===== config.mk =====
export PLATFORM = sky130hd
export DESIGN_NAME = regfile_ctrl
export DESIGN_NICKNAME = d
export VERILOG_FILES = /design/src/rtl/regfile_ctrl_pkg.sv /design/src/rtl/regfile_ctrl_cmdbuf.sv /design/src/rtl/regfile_ctrl.sv
export SDC_FILE = /design/constraint.sdc
export NUM_CORES = 1
export LEC_CHECK = 0
export BUFFER_PORTS_ARGS = -buffer_cell sky130_fd_sc_hd__buf_4
export CAP_MARGIN = 20
export CORE_MARGIN = 2
export CORE_UTILIZATION = 50
export DETAILED_ROUTE_END_ITERATION = 16
export GPL_TIMING_DRIVEN = 0
export PLACE_DENSITY = 0.76
export SLEW_MARGIN = 20
export SYNTH_ARGS = -nofsm -noshare
export SYNTH_HDL_FRONTEND = slang
export SYNTH_SLANG_ARGS = --single-unit

===== constraint.sdc =====
create_clock -name CLK -period 4 [get_ports CLK]
set_clock_uncertainty 0.15 [all_clocks]
set_input_delay 0.4 -clock CLK [delete_from_list [all_inputs] [get_ports CLK]]
set_output_delay 0.4 -clock CLK [all_outputs]
set_load 0.01 [all_outputs]

===== src/rtl/regfile_ctrl_pkg.sv =====
// Shared types, constants and output decode for the regfile_ctrl sequencer.
// The optional skid buffer (REGFILE_CTRL_SKID_EN) reuses cmd_t from here.
package regfile_ctrl_pkg;

    localparam int SEL_W = 3;
    localparam logic [SEL_W-1:0] TMP_REG = 3'd7;

    typedef enum logic [2:0] {
        OP_NOP  = 3'd0,
        OP_MOV  = 3'd1,
        OP_ALU  = 3'd2,
        OP_SWAP = 3'd3,
        OP_AMOV = 3'd4,
        OP_AINC = 3'd5
    } op_t;

    typedef enum logic [1:0] {
        ST_IDLE = 2'd0,
        ST_EX1  = 2'd1,
        ST_EX2  = 2'd2,
        ST_EX3  = 2'd3
    } state_t;

    typedef struct packed {
        op_t              op;
        logic [SEL_W-1:0] dst;
        logic [SEL_W-1:0] src;
        logic [SEL_W-1:0] src2;
    } cmd_t;

    typedef struct packed {
        logic             main_assert_bar;
        logic             main_load_bar;
        logic             lhs_assert_bar;
        logic             rhs_assert_bar;
        logic             addr_assert_bar;
        logic             addr_load_bar;
        logic             addr_inc;
        logic             alu_assert_bar;
        logic             busy;
        logic             done;
        logic             err;
        logic [SEL_W-1:0] main_assert_sel;
        logic [SEL_W-1:0] main_load_sel;
        logic [SEL_W-1:0] lhs_assert_sel;
        logic [SEL_W-1:0] rhs_assert_sel;
        logic [SEL_W-1:0] addr_assert_sel;
        logic [SEL_W-1:0] addr_load_sel;
        logic [SEL_W-1:0] addr_inc_sel;
    } ctrl_out_t;

    function automatic ctrl_out_t idle_out();
        ctrl_out_t o;
        o = '0;
        o.main_assert_bar = 1'b1;
        o.main_load_bar   = 1'b1;
        o.lhs_assert_bar  = 1'b1;
        o.rhs_assert_bar  = 1'b1;
        o.addr_assert_bar = 1'b1;
        o.addr_load_bar   = 1'b1;
        o.alu_assert_bar  = 1'b1;
        return o;
    endfunction

    function automatic logic cmd_illegal(cmd_t c);
        return (c.op > OP_AINC) ||
               ((c.op == OP_SWAP) && ((c.src == TMP_REG) || (c.dst == TMP_REG)));
    endfunction

    // Illegal commands collapse to a single NOP-like cycle.
    function automatic state_t last_state(cmd_t c);
        if (cmd_illegal(c))       return ST_EX1;
        else if (c.op == OP_ALU)  return ST_EX2;
        else if (c.op == OP_SWAP) return ST_EX3;
        else                      return ST_EX1;
    endfunction

    function automatic ctrl_out_t with_mov(ctrl_out_t o_in, logic [SEL_W-1:0] from,
                                           logic [SEL_W-1:0] to);
        ctrl_out_t o;
        o = o_in;
        o.main_assert_bar = 1'b0;
        o.main_assert_sel = from;
        o.main_load_bar   = 1'b0;
        o.main_load_sel   = to;
        return o;
    endfunction

    function automatic ctrl_out_t decode_out(state_t st, cmd_t c);
        ctrl_out_t o;
        o = idle_out();
        if (st != ST_IDLE) begin
            o.busy = 1'b1;
            o.done = (st == last_state(c));
            if (cmd_illegal(c)) begin
                o.err = 1'b1;
            end else begin
                case (c.op)
                    OP_MOV: o = with_mov(o, c.src, c.dst);
                    OP_ALU: begin
                        o.lhs_assert_bar = 1'b0;
                        o.lhs_assert_sel = c.src;
                        o.rhs_assert_bar = 1'b0;
                        o.rhs_assert_sel = c.src2;
                        if (st == ST_EX2) begin
                            o.alu_assert_bar = 1'b0;
                            o.main_load_bar  = 1'b0;
                            o.main_load_sel  = c.dst;
                        end
                    end
                    OP_SWAP: begin
                        case (st)
                            ST_EX1:  o = with_mov(o, c.src, TMP_REG);
                            ST_EX2:  o = with_mov(o, c.dst, c.src);
                            default: o = with_mov(o, TMP_REG, c.dst);
                        endcase
                    end
                    OP_AMOV: begin
                        o.addr_assert_bar = 1'b0;
                        o.addr_assert_sel = c.src;
                        o.addr_load_bar   = 1'b0;
                        o.addr_load_sel   = c.dst;
                    end
                    OP_AINC: begin
                        o.addr_inc     = 1'b1;
                        o.addr_inc_sel = c.dst;
                    end
                    default: ;
                endcase
            end
        end
        return o;
    endfunction

endpackage


===== src/rtl/regfile_ctrl_cmdbuf.sv =====
// One-entry command holding register used by regfile_ctrl when
// REGFILE_CTRL_SKID_EN is defined; lets a command be accepted while busy.
module regfile_ctrl_cmdbuf
    import regfile_ctrl_pkg::*;
(
    input  logic i_clk,
    input  logic i_rst,
    input  logic i_push,
    input  cmd_t i_cmd,
    input  logic i_pop,
    output logic o_full,
    output cmd_t o_cmd
);

    logic r_full;
    cmd_t r_cmd;

    always_ff @(posedge i_clk or posedge i_rst) begin
        if (i_rst) begin
            r_full <= 1'b0;
            r_cmd  <= '0;
        end else if (i_push) begin
            r_full <= 1'b1;
            r_cmd  <= i_cmd;
        end else if (i_pop) begin
            r_full <= 1'b0;
        end
    end

    assign o_full = r_full;
    assign o_cmd  = r_cmd;

endmodule


===== src/rtl/regfile_ctrl.sv =====
// Register-transfer sequencer: expands one command into 1-3 cycles of registerfile strobes.
// Define REGFILE_CTRL_SKID_EN to add a one-entry buffer for back-to-back commands.
module regfile_ctrl
    import regfile_ctrl_pkg::*;
(
    input  logic             CLK,
    input  logic             RST,
    input  logic             CMD_VALID,
    output logic             CMD_READY,
    input  logic [2:0]       CMD_OP,
    input  logic [SEL_W-1:0] CMD_DST,
    input  logic [SEL_W-1:0] CMD_SRC,
    input  logic [SEL_W-1:0] CMD_SRC2,
    output logic             BUSY,
    output logic             DONE,
    output logic             CMD_ERR,
    output logic             MAIN_ASSERT_bar,
    output logic             MAIN_LOAD_bar,
    output logic             LHS_ASSERT_bar,
    output logic             RHS_ASSERT_bar,
    output logic             ADDR_ASSERT_bar,
    output logic             ADDR_LOAD_bar,
    output logic             ADDR_INC,
    output logic             ALU_ASSERT_bar,
    output logic [SEL_W-1:0] MAIN_ASSERT_SEL,
    output logic [SEL_W-1:0] MAIN_LOAD_SEL,
    output logic [SEL_W-1:0] LHS_ASSERT_SEL,
    output logic [SEL_W-1:0] RHS_ASSERT_SEL,
    output logic [SEL_W-1:0] ADDR_ASSERT_SEL,
    output logic [SEL_W-1:0] ADDR_LOAD_SEL,
    output logic [SEL_W-1:0] ADDR_INC_SEL
);

    state_t    r_state;
    cmd_t      r_cmd;
    ctrl_out_t r_out;

    state_t    w_state_nx;
    cmd_t      w_cmd_nx;
    cmd_t      w_in_cmd;
    logic      w_ready;
    logic      w_accept;
    logic      w_last;

    assign w_in_cmd = '{op: op_t'(CMD_OP), dst: CMD_DST, src: CMD_SRC, src2: CMD_SRC2};
    assign w_accept = CMD_VALID && w_ready;
    assign w_last   = (r_state == last_state(r_cmd));

`ifdef REGFILE_CTRL_SKID_EN
    logic w_buf_full;
    logic w_buf_push;
    logic w_buf_pop;
    cmd_t w_buf_cmd;

    regfile_ctrl_cmdbuf u_cmdbuf (
        .i_clk  (CLK),
        .i_rst  (RST),
        .i_push (w_buf_push),
        .i_cmd  (w_in_cmd),
        .i_pop  (w_buf_pop),
        .o_full (w_buf_full),
        .o_cmd  (w_buf_cmd)
    );

    assign w_ready = !w_buf_full;
`else
    assign w_ready = (r_state == ST_IDLE);
`endif

    always_comb begin
        w_state_nx = r_state;
        w_cmd_nx   = r_cmd;
`ifdef REGFILE_CTRL_SKID_EN
        w_buf_push = 1'b0;
        w_buf_pop  = 1'b0;
`endif
        if (r_state == ST_IDLE) begin
            if (w_accept) begin
                w_state_nx = ST_EX1;
                w_cmd_nx   = w_in_cmd;
            end
        end else if (!w_last) begin
            w_state_nx = (r_state == ST_EX1) ? ST_EX2 : ST_EX3;
`ifdef REGFILE_CTRL_SKID_EN
            w_buf_push = w_accept;
`endif
        end else begin
`ifdef REGFILE_CTRL_SKID_EN
            // Buffered command has priority; a direct accept only happens when it is empty.
            if (w_buf_full) begin
                w_state_nx = ST_EX1;
                w_cmd_nx   = w_buf_cmd;
                w_buf_pop  = 1'b1;
            end else if (w_accept) begin
                w_state_nx = ST_EX1;
                w_cmd_nx   = w_in_cmd;
            end else begin
                w_state_nx = ST_IDLE;
            end
`else
            w_state_nx = ST_IDLE;
`endif
        end
    end

    // Outputs are registered from the next state so they line up with r_state.
    always_ff @(posedge CLK or posedge RST) begin
        if (RST) begin
            r_state <= ST_IDLE;
            r_cmd   <= '0;
            r_out   <= idle_out();
        end else begin
            r_state <= w_state_nx;
            r_cmd   <= w_cmd_nx;
            r_out   <= decode_out(w_state_nx, w_cmd_nx);
        end
    end

    assign CMD_READY       = w_ready;
    assign BUSY            = r_out.busy;
    assign DONE            = r_out.done;
    assign CMD_ERR         = r_out.err;
    assign MAIN_ASSERT_bar = r_out.main_assert_bar;
    assign MAIN_LOAD_bar   = r_out.main_load_bar;
    assign LHS_ASSERT_bar  = r_out.lhs_assert_bar;
    assign RHS_ASSERT_bar  = r_out.rhs_assert_bar;
    assign ADDR_ASSERT_bar = r_out.addr_assert_bar;
    assign ADDR_LOAD_bar   = r_out.addr_load_bar;
    assign ADDR_INC        = r_out.addr_inc;
    assign ALU_ASSERT_bar  = r_out.alu_assert_bar;
    assign MAIN_ASSERT_SEL = r_out.main_assert_sel;
    assign MAIN_LOAD_SEL   = r_out.main_load_sel;
    assign LHS_ASSERT_SEL  = r_out.lhs_assert_sel;
    assign RHS_ASSERT_SEL  = r_out.rhs_assert_sel;
    assign ADDR_ASSERT_SEL = r_out.addr_assert_sel;
    assign ADDR_LOAD_SEL   = r_out.addr_load_sel;
    assign ADDR_INC_SEL    = r_out.addr_inc_sel;

endmodule


## Word level (Yosys, flattened, before mapping)

Cells that the tools add are included.

- Eq/ne operators: 16
- Order comparisons: 2
- Reductions and logical operators: 9
- Muxes and demuxes: 29

Operators with widths:

| cell | number |
|---|---|
| case mux 21 bit (2 select lines) | 1 |
| two-way mux 32 bit | 1 |
| case mux 9 bit (3 select lines) | 1 |
| two-way mux 12 bit | 2 |
| two-way mux 21 bit | 1 |
| two-way mux 2 bit | 10 |
| equality test 3 bit (second input constant) | 6 |
| equality test 3 x 2 -> 1 bit (second input constant) | 4 |
| case mux 3 bit (2 select lines) | 2 |
| case mux 6 bit (2 select lines) | 1 |
| two-way mux 10 bit | 1 |
| case mux 3 bit (3 select lines) | 1 |
| > comparator 3 bit (second input constant) | 2 |
| case mux 1 bit (2 select lines) | 3 |
| equality test 2 x 1 -> 1 bit (second input constant) | 2 |
| equality test 2 bit | 2 |
| logical OR 1 bit | 4 |
| case mux 2 bit (2 select lines) | 1 |
| equality test 3 x 1 -> 1 bit (second input constant) | 1 |
| logical AND 1 bit | 3 |
| two-way mux 1 bit | 3 |
| two-way mux 3 bit | 1 |
| equality test 2 bit (second input constant) | 1 |
| logical NOT 2 bit | 1 |
| nonzero test 2 bit | 1 |

- Register bits after elaboration: 46
- Bits of input ports: 15
- Output and inout bits: 33
- Word-level logic and storage cells: 79

## Depth between registers and ports, before layout

- Depth after elaboration: 13
- Depth in mapped cells: 10
- Mapped depth without buffers: 9

## Least setup slack after synthesis

Ideal clock, no wire load.

- Path type: register -> register
- Start: register r_state[1]
- End: register r_out (netlist bit MAIN_LOAD_SEL[0])
- Slack: 1597 ps
- Data required time: 3716 ps
- Period minus slack after synthesis: 2403 ps
- Data arrival time: 2119 ps
- Cell stages (with the launch flop): 11
- Buffers on the path: 1
- Cell sequence: dfrtp_1 buf_6 nor3b_1 a41o_1 a21oi_1 inv_1 ha_1 or2_2 a21oi_1 a211o_1 a21oi_1

- Elaborated cells between the ends (all ways): 27
- Classes of those cells: order compare (1); eq/ne (9); mux (11); reduce/logical (6)

RTL lines:

| what | line | text |
|---|---|---|
| start: declaration | regfile_ctrl.sv:34 | `state_t r_state;` |
| start signal: assignment | regfile_ctrl.sv:113 | `r_state <= w_state_nx;` |
| equality test 2 x 1 -> 1 bit or logical NOT 2 bit (tied branches) | regfile_ctrl.sv:83, regfile_ctrl.sv:67, regfile_ctrl.sv:77 |  |
| two-way mux 1 bit or logical AND 1 bit (tied branches) | regfile_ctrl.sv:83, regfile_ctrl.sv:46 |  |
| two-way mux 2 bit, on equally long branches | regfile_ctrl.sv:82, regfile_ctrl.sv:78 |  |
| two-way mux 2 bit (*) | regfile_ctrl.sv:77 | `if (r_state == ST_IDLE) begin` |
| net w_state_nx[0] | regfile_ctrl.sv:38 | `state_t w_state_nx;` |
| equality test 2 bit or equality test 2 x 1 -> 1 bit (tied branches) | regfile_ctrl_pkg.sv:105, regfile_ctrl_pkg.sv:112 |  |
| case mux 21 bit (2 select lines) or two-way mux 3 bit (tied branches) | regfile_ctrl_pkg.sv:112, regfile_ctrl_pkg.sv:105 |  |
| case mux 9 bit (3 select lines) | regfile_ctrl_pkg.sv:98 | `case (c.op)` |
| two-way mux 21 bit | regfile_ctrl_pkg.sv:95 | `if (cmd_illegal(c)) begin` |
| two-way mux 32 bit (*) | regfile_ctrl_pkg.sv:92 | `if (st != ST_IDLE) begin` |
| end signal: assignment | regfile_ctrl.sv:111 | `r_out <= idle_out();` |
| end signal: assignment | regfile_ctrl.sv:115 | `r_out <= decode_out(w_state_nx, w_cmd_nx);` |
| end: declaration | regfile_ctrl.sv:36 | `ctrl_out_t r_out;` |

The timed path passes the listed nets; every way through them passes the cells marked *.

## Final worst setup path

- Start: register r_cmd[9] (netlist name)
- End: register r_out (netlist bit MAIN_LOAD_SEL[2])

- Word-level cells in the longest chain between the ends: 12
- Elaborated cells between the ends (all ways): 27
- Classes of those cells: order compare (2); eq/ne (8); mux (12); reduce/logical (5)

RTL lines:

| what | line | text |
|---|---|---|
| start: declaration | regfile_ctrl.sv:35 | `cmd_t r_cmd;` |
| start signal: assignment | regfile_ctrl.sv:114 | `r_cmd <= w_cmd_nx;` |
| equality test 3 x 2 -> 1 bit | regfile_ctrl_pkg.sv:67, regfile_ctrl_pkg.sv:74 |  |
| two-way mux 2 bit or logical AND 1 bit (tied branches) | regfile_ctrl_pkg.sv:74, regfile_ctrl_pkg.sv:67 |  |
| two-way mux 2 bit or logical OR 1 bit (tied branches) | regfile_ctrl_pkg.sv:73, regfile_ctrl_pkg.sv:66 |  |
| two-way mux 2 bit (*) | regfile_ctrl_pkg.sv:72 | `if (cmd_illegal(c)) return ST_EX1;` |
| equality test 2 bit (*) | regfile_ctrl.sv:47 | `assign w_last = (r_state == last_state(r_cmd));` |
| two-way mux 2 bit (*) | regfile_ctrl.sv:82 | `end else if (!w_last) begin` |
| two-way mux 2 bit (*) | regfile_ctrl.sv:77 |  |
| net w_state_nx[0] | regfile_ctrl.sv:38 |  |
| equality test 2 bit or equality test 2 x 1 -> 1 bit (tied branches) | regfile_ctrl_pkg.sv:105, regfile_ctrl_pkg.sv:112 |  |
| case mux 21 bit (2 select lines) or two-way mux 3 bit (tied branches) | regfile_ctrl_pkg.sv:112, regfile_ctrl_pkg.sv:105 |  |
| case mux 9 bit (3 select lines) | regfile_ctrl_pkg.sv:98 |  |
| two-way mux 21 bit | regfile_ctrl_pkg.sv:95 |  |
| two-way mux 32 bit (*) | regfile_ctrl_pkg.sv:92 |  |

Marks and branches as above.

==> impl_metrics.csv <==
group,metric,value,unit
global_routing,antenna_found_initial,0,
final_layout,final_util,67.9,%
timing,setup_tns,0,ns
logic_synthesis,syn_inst,184,
final_layout,area_growth_syn_to_layout,27.8,%
cts,cts.sinks,44,
die,core-area,0.00372,mm^2
placed_design,hpwl,3150,um
logic_synthesis,synth_flop_cell,"dfrtp_1",
final_layout,finalNetCount,258,
worst_setup_path,crit_arrival,2.81,ns
timing,slew_violations,0,
die,die_x,66.8,um
worst_setup_path,worstSetupEndpointType,"register",
cts,cts_root_buf,"clkbuf_8",
logic_synthesis,synth-async-reset-ratio,100,%
timing,min_period,2.80,ns
final_layout,diodes,0,
global_routing,grt.overflow.total,0,
timing,setup_viol,0,
worst_hold_path,min-delay-path-class,"in2reg",
cts,tritoncts,"yes",
routing,via_count,1521,
power_and_ir_drop,powerDensity,786,mW/mm^2
logic_synthesis,ys_types,39,
timing,hold_viol,0,
timing,relSlewSlack,65.2,%
timing,finalCritPeriodShare,70.0,%
logic_synthesis,synth_area_leaders,"dfrtp_1 (49%), dfstp_2 (6.7%), mux2i_1 (4.6%)",
logic_synthesis,synth_edf_count,0,
die,die_h,66.8,um
global_routing,grt_max_degree,26,
final_layout,drive_above_1_share,30.3,%
logic_synthesis,synth_top_family_by_area,"simple AND/OR/NAND/NOR gates",
cts,numCtsBuffers,5,
routing,wl_per_cell,14.3,um
logic_synthesis,synth_top_cell_by_area,"dfrtp_1",
power_and_ir_drop,power,1.98,mW
timing,worstMarginPinSlew,0.508,ns
cts,cts.path.max_buffers,2,
routing,post-route-drc-count,0,
routing,antenna_left,0,
routing,first_iter_violations,86,
die,io_pins,48,
logic_synthesis,yosys_register_bits,44,
die,dieArea,0.00447,mm^2
global_routing,grt_pass1_wl,6680,um
logic_synthesis,synth_xor_area_share,0,%
job,max_cap_viol_count,0,
cts,htreeDepth,2,
logic_synthesis,syn_area,0.00197,mm^2
power_and_ir_drop,peakVddDrop,0.493,mV
logic_synthesis,synth.net_count,202,
logic_synthesis,synth-simple-area-share,18.8,%
worst_setup_path,r2r_slack,1.20,ns
placed_design,gp_congestion,0.879,
cts,cts_setup_buffers,0,
cts,clkLatencyLatePin,0.29,ns
logic_synthesis,synth_compound_area_share,11.8,%
timing,fmax,357,MHz
global_routing,grt_usage,20.4,%
worst_setup_path,start_kind,"register",
timing,rsz0062_at_grt,"false",
worst_setup_path,cp.required,4.01,ns
logic_synthesis,synth-adder-area-share,1.90,%
logic_synthesis,muxShareOfSynthArea,5.13,%
routing,vias_per_cell,5.26,
worst_setup_path,crit_path_max_fanout,9,
run_status,status,"finished, final reports clean",
power_and_ir_drop,leakage,1.27,nW
routing,routed_wirelength,4130,um
die,placement_rows,22,
worst_setup_path,critPathKind,"reg2reg",
routing,drtPass1Iterations,4,
placed_design,port_buffers,47,
logic_synthesis,yosysSeqAreaShare,56.1,%
logic_synthesis,synth_top_area_share,49.4,%
logic_synthesis,ys_warn_count,0,
cts,clkSlewWorstSetupHoldPaths,0.08,ns
die,start_util,53.1,%
global_routing,grt_pass1_vias,1457,
logic_synthesis,syn_area_per_cell,10.7,um^2
-- through the flow --
| stage | cell area [um^2] | setup WS (ns) | cells | hold WS, ns |
|---|---|---|---|---|
| CTS | 2520 | 1.23 | 289 | 0.173 |
| finish | 2520 | 1.20 | 289 | 0.175 |
| global route | 2520 | 0.906 | 289 | 0.173 |
| detailed placement | 2410 | 1.26 | 280 | 0.280 |
| floorplan | 1970 | 1.60 | 184 | 0.285 |
| global placement | 2390 | 1.28 | 279 | 0.299 |
-- Yosys cell counts (4+ instances only) --
master / n
inv_1: 15
nor2_1: 17
a21oi_1: 12
a211o_1: 5
nand2_1: 14
nand3_1: 5
nor2b_1: 4
and3_1: 8
dfstp_2: 5
dfrtp_1: 39
mux2i_1: 9
and2_1: 4
-- critical path, stage by stage (launching register included) --
cell and delay [ns]:
dfrtp_1 0.32, clkbuf_1 0.28, nor3b_1 0.10, a41o_1 0.23, a21oi_1 0.37, inv_1 0.12
ha_1 0.21, clkbuf_1 0.21, a211oi_1 0.44, or3_1 0.17, a21oi_1 0.06
-- flip-flops by register name (all words and copies together), names as in the netlist, 2 cells and up --
| name | count |
|---|---|
| ADDR_ASSERT_SEL | 3 |
| ADDR_INC_SEL | 3 |
| ADDR_LOAD_SEL | 3 |
| LHS_ASSERT_SEL | 3 |
| MAIN_ASSERT_SEL | 3 |
| MAIN_LOAD_SEL | 3 |
| RHS_ASSERT_SEL | 3 |
| r_cmd | 12 |
| r_state | 2 |
-- power breakdown --
group	total (mW)	internal (mW)	switching, mW	leakage, nW
clock	0.288	0.140	0.148	0.0434
combinational	1.01	0.421	0.594	0.674
sequential	0.679	0.613	0.0665	0.556
total	1.98	1.17	0.808	1.27
-- timing repair --
action / 4_1_cts / 5_1_grt
endpoints found under the hold margin: 15 / 0
resized for setup: 0 / 0
hold buffers: 1 / 0
-- logic make-up after synthesis --
logic type	after synthesis
buffers and inverters	24
adders and majority gates	3
DFF	44
muxes	10
AOI/OAI and AO/OA	34
and+or+nand+nor	69
-- routing by layer --
metal / wire (um) / global-route usage (%)
met1: 1810 / 26.3
met2: 2050 / 34.8
met3: 254 / 4.73
met4: 25 / 5.10
met5: 0 / 0
-- area by class of cell --
type	count	area (um^2)
buffer	8	63.8
clock buffer	6	82.6
clock inverter	2	15.0
fill	305	1190
inverter	16	60.1
multi-input combinational	116	743
sequential	44	1110
tap	48	60.1
timing repair buffer	49	390
-- path summary, 6_finish.rpt --
kind | end | from | cells after the start
max in group asynchronous | ADDR_ASSERT_bar | RST | 4
min | r_cmd[1] | CMD_SRC2[1] | 3
max reg2reg | MAIN_LOAD_SEL[2] | r_cmd[9] | 10
min reg2reg | r_cmd[1] | r_cmd[1] | 2
max | MAIN_LOAD_SEL[2] | r_cmd[9] | 10
min in group asynchronous | ADDR_LOAD_SEL[0] | RST | 3
-- placed cells by master, fill, tap and decap left out, types with 2 or more instances in the layout --
cell type and count:
and3_1 8, and2_1 4, clkbuf_1 2, a211o_1 5, a21oi_1 12, or3_1 3, nand2_1 14, o22ai_1 3
ha_1 3, nor2b_1 4, o21ai_0 2, dfrtp_1 39, dfstp_2 5, nor3b_1 2, a211oi_1 2, inv_1 14
nand2b_1 3, nand3_1 5, inv_2 2, nand4_1 3, mux2i_1 9, buf_4 50, a221oi_1 2, buf_6 3
nor2_1 17, clkbuf_8 6, clkinvlp_4 2, o211ai_1 2
No activity file was read; power rests on OpenSTA's default activity.
